===== src/rtl/spi_fsm.sv =====
// rtl/spi_fsm.sv - SPI memory transaction controller: address byte, then read-shift or write-commit of one data byte.
// Moore FSM; outputs decode from the registered state only.
module spi_fsm #(
    parameter int WORD_BITS = 8
) (
    input  logic clk,
    input  logic reset,
    input  logic cs_n,
    input  logic sclk_posedge,
    input  logic sclk_negedge,
    input  logic rw_bit,
    output logic addr_we,
    output logic sr_we,
    output logic dm_we,
    output logic miso_buff
);

    localparam int CW = $clog2(WORD_BITS + 1);
    localparam logic [CW-1:0] LAST = CW'(WORD_BITS - 1);

    typedef enum logic [2:0] {
        IDLE,
        GET_ADDR,
        GOT_ADDR,
        READ_LOAD,
        READ_SHIFT,
        WRITE_RECV,
        WRITE_COMMIT,
        DONE
    } state_t;

    state_t         state;
    state_t         state_nx;
    logic [CW-1:0]  count;
    logic [CW-1:0]  count_nx;

    always_ff @(posedge clk or posedge reset) begin
        if (reset) begin
            state <= IDLE;
            count <= '0;
        end else begin
            state <= state_nx;
            count <= count_nx;
        end
    end

    // Chip-select release aborts from anywhere and outranks every edge pulse.
    always_comb begin
        state_nx = state;
        count_nx = count;
        if (state != IDLE && cs_n) begin
            state_nx = IDLE;
            count_nx = '0;
        end else begin
            case (state)
                IDLE: begin
                    if (!cs_n) begin
                        state_nx = GET_ADDR;
                        count_nx = '0;
                    end
                end
                GET_ADDR: begin
                    if (sclk_posedge) begin
                        if (count == LAST) begin
                            state_nx = GOT_ADDR;
                            count_nx = '0;
                        end else begin
                            count_nx = count + CW'(1);
                        end
                    end
                end
                GOT_ADDR:     state_nx = rw_bit ? READ_LOAD : WRITE_RECV;
                READ_LOAD:    state_nx = READ_SHIFT;
                READ_SHIFT: begin
                    if (sclk_negedge) begin
                        if (count == LAST) begin
                            state_nx = DONE;
                            count_nx = '0;
                        end else begin
                            count_nx = count + CW'(1);
                        end
                    end
                end
                WRITE_RECV: begin
                    if (sclk_posedge) begin
                        if (count == LAST) begin
                            state_nx = WRITE_COMMIT;
                            count_nx = '0;
                        end else begin
                            count_nx = count + CW'(1);
                        end
                    end
                end
                WRITE_COMMIT: state_nx = DONE;
                DONE:         state_nx = DONE;
                default: begin
                    state_nx = IDLE;
                    count_nx = '0;
                end
            endcase
        end
    end

    always_comb begin
        addr_we   = 1'b0;
        sr_we     = 1'b0;
        dm_we     = 1'b0;
        miso_buff = 1'b0;
        case (state)
            GOT_ADDR:     addr_we   = 1'b1;
            READ_LOAD:    sr_we     = 1'b1;
            READ_SHIFT:   miso_buff = 1'b1;
            WRITE_COMMIT: dm_we     = 1'b1;
            default: ;
        endcase
    end

endmodule


===== config.mk =====
export PLATFORM = sky130hd
export DESIGN_NAME = spi_fsm
export DESIGN_NICKNAME = d
export VERILOG_FILES = /design/src/rtl/spi_fsm.sv
export SDC_FILE = /design/constraint.sdc
export NUM_CORES = 1
export LEC_CHECK = 0
export ABC_AREA = 1
export BUFFER_PORTS_ARGS = -buffer_cell sky130_fd_sc_hd__buf_2
export CAP_MARGIN = 15
export CORE_AREA = 4 4 41 43
export DETAILED_ROUTE_END_ITERATION = 6
export DIE_AREA = 0 0 45 47
export PLACE_DENSITY = 0.72
export SLEW_MARGIN = 20
export SYNTH_ARGS = -nofsm -noshare
export SYNTH_HDL_FRONTEND = slang
export SYNTH_SLANG_ARGS = --single-unit

===== constraint.sdc =====
create_clock -name clk -period 1.1 [get_ports clk]
set_input_delay 0.22 -clock clk [delete_from_list [all_inputs] [get_ports clk]]
set_output_delay 0.22 -clock clk [all_outputs]
set_load 0.01 [all_outputs]

==> impl_metrics.json <==
{
  "layout_setup_ws_ns": -0.228,
  "layout_common_cells": "nand2_1 (9), buf_2 (9), buf_4 (8)",
  "antenna_cells": 0,
  "hold_path_class": "input port to flop",
  "skew_ns": 0.000329,
  "path_class": "flop to flop",
  "critical_path.endpoint_type": "flop",
  "timing.max_cap.violations": 0,
  "root_buffer": "clkbuf_4",
  "grt_max_degree": 8,
  "gp_congestion": 0.782,
  "grt_pass1_vias": 584,
  "start_util_pct": 40.2,
  "clk_pin_slew_ns": 0.05,
  "ir_drop_v": 0.00166,
  "first_pass_iters": 2,
  "crit_chain": "buf_6, nor2_4, nand2_4, nand2_8, buf_6, nand4_1, o21ai_1",
  "syn_avg_cell_area_um2": 7.16,
  "crit_top_cell": "buf_6",
  "synthesis.nets": 80,
  "rows": 13,
  "synth_cells": 73,
  "die_area_mm2": 0.00212,
  "finalMaxSlewViolations": 0,
  "worst-path-stages": 7,
  "clkSinkCount": 7,
  "cts_buffers": 3,
  "wl_per_cell_um": 12.5,
  "boundaryPins": 10,
  "grt_overflow": 0,
  "grt_antenna_before_repair": 0,
  "hold_depth": 5,
  "die_x_um": 45,
  "grt_pass1_wl_um": 2390,
  "period_minus_slack_ns": 1.33,
  "grt_setup_unrepaired": "true",
  "finalCritPeriodShare_pct": 121,
  "vias_per_cell": 5.10,
  "grt_use_total_pct": 16.0,
  "core_mm2": 0.00130,
  "final_layout_size_suffix_gt1_share_pct": 56.9,
  "ys_ff_latch": 7,
  "wl_um": 1460,
  "clock_path_buffers": 2,
  "cts_tree": "done",
  "cp_top_family": "simple AND/OR/NAND/NOR gates",
  "cts-htree-levels": 1,
  "maxSlewHeadroom_pct": 81.3,
  "ys_seq_area_share_pct": 33.5,
  "crit_fanout": 7,
  "clkLatencyLatePin_ns": 0.25,
  "ys_types": 16,
  "p_leak_nw": 0.430,
  "arrival_ns": 1.50,
  "dp_hpwl_um": 959,
  "syn_to_final_growth_pct": 67.0,
  "critPathSlowestCell": "dfrtp_2",
  "synth_area_um2": 523,
  "critPathMaxStageDelay_ns": 0.42,
  "hold_viol": 0,
  "critPathLaunchType": "flop",
  "critPathRequiredTime_ns": 1.27,
  "power.density_mw_per_mm2": 2720,
  "cp.buffers_inverters": 2,
  "status": "finished, violations left",
  "setup-tns-final_ns": -2.11,
  "utilization_pct": 67.1,
  "fmax_mhz": 753,
  "drtIter0Drc": 11,
  "setup_viol": 11,
  "final_nets": 110,
  "route.detailed.drc": 0,
  "postRouteAntennaNets": 0,
  "dieHeight_um": 47,
  "io_buffers": 9,
  "failed_checks": "negative setup slack",
  "r2r_cells": 7,
  "num_vias": 597,
  "tightest_slew_ns": 0.278,
  "synth_warnings": 0
}
## state kept, by name, summed over array words and instances, names as in the netlist
register,count
count,4
state,3
## power breakdown
group,switching (mW),internal [mW]
Combinational,0.910,0.790
Clock,0.0927,0.138
Sequential,0.106,0.339
## cells in the mapped netlist
library cell,number,area share (%)
inv_1,9,6.5
inv_2,3,2.2
a21oi_1,2,1.9
nand3_1,10,9.6
nor3_1,5,4.8
nand4_1,5,6.0
o21ai_1,4,3.8
dfrtp_1,7,33
ha_1,1,2.4
nor2_4,1,2.2
nand2_4,4,8.6
nand2_1,15,11
or2_2,1,1.2
nand3_2,1,1.9
nor2_1,4,2.9
nor3_2,1,1.9
## cells by family (layout without fill, tap and decap cells)
| family | Yosys count | after routing | share of synthesized area, % |
|---|---|---|---|
| AND/OR/NAND/NOR | 47 | 47 | 49.8 |
| buffers and inverters | 12 | 41 | 8.61 |
| flip-flops | 7 | 7 | 33.5 |
| AO/OA/AOI/OAI | 6 | 6 | 5.74 |
| adder cells (fa/ha/maj) | 1 | 1 | 2.39 |
## layout make-up
class | instances | area (um2)
inverters | 12 | 50.0
flip-flops and latches | 7 | 178
well taps | 15 | 18.8
fillers | 108 | 428
multi-input cells | 54 | 407
clock buffers | 4 | 26.3
repair buffers | 25 | 194
## worst paths after layout
path / from / slack [ns] / to
max reg2reg: state[0] / -0.23 / count[2]
min reg2reg: count[3] / 0.52 / count[3]
min in group asynchronous: reset / 0.44 / count[2]
max in group asynchronous: reset / 0.43 / state[1]
min: rw_bit / 0.37 / state[1]
max: state[0] / -0.23 / count[2]
## worst min-delay path: stages
cell,delay (ns)
buf_2,0.09
nand2_1,0.06
nand3_1,0.09
nand3_1,0.08
nor2_1,0.04
## metal layers
metal | GRT usage, % | vias to the layer above | wire length [um]
li1 | - | 300 | -
met4 | 5.85 | 0 | 22
met1 | 15.8 | 278 | 546
met2 | 30.2 | 15 | 808
met5 | 0 | - | 0
met3 | 6.13 | 4 | 84
## repair_timing
item	CTS	global route
pin swaps	3	8
hold buffers	1	0
setup endpoints to repair	10	11
endpoints found under the hold margin	7	0
buffers inserted	6	3
resized for setup	16	16
## metrics by stage
| step | hold slack, ns | worst slack, ns | std cells | total power [mW] | instance area, um2 |
|---|---|---|---|---|---|
| floorplan | 0.0233 | -0.00826 | 73 | 1.10 | 528 |
| global placement | 0.158 | -0.0750 | 103 | 1.40 | 637 |
| detailed placement | 0.163 | -0.0889 | 103 | 1.43 | 637 |
| CTS | 0.363 | -0.207 | 114 | 2.05 | 779 |
| global route | 0.417 | -0.279 | 117 | 2.55 | 873 |
| finish | 0.373 | -0.228 | 117 | 2.38 | 873 |
No activity file was read; power rests on OpenSTA's default activity.
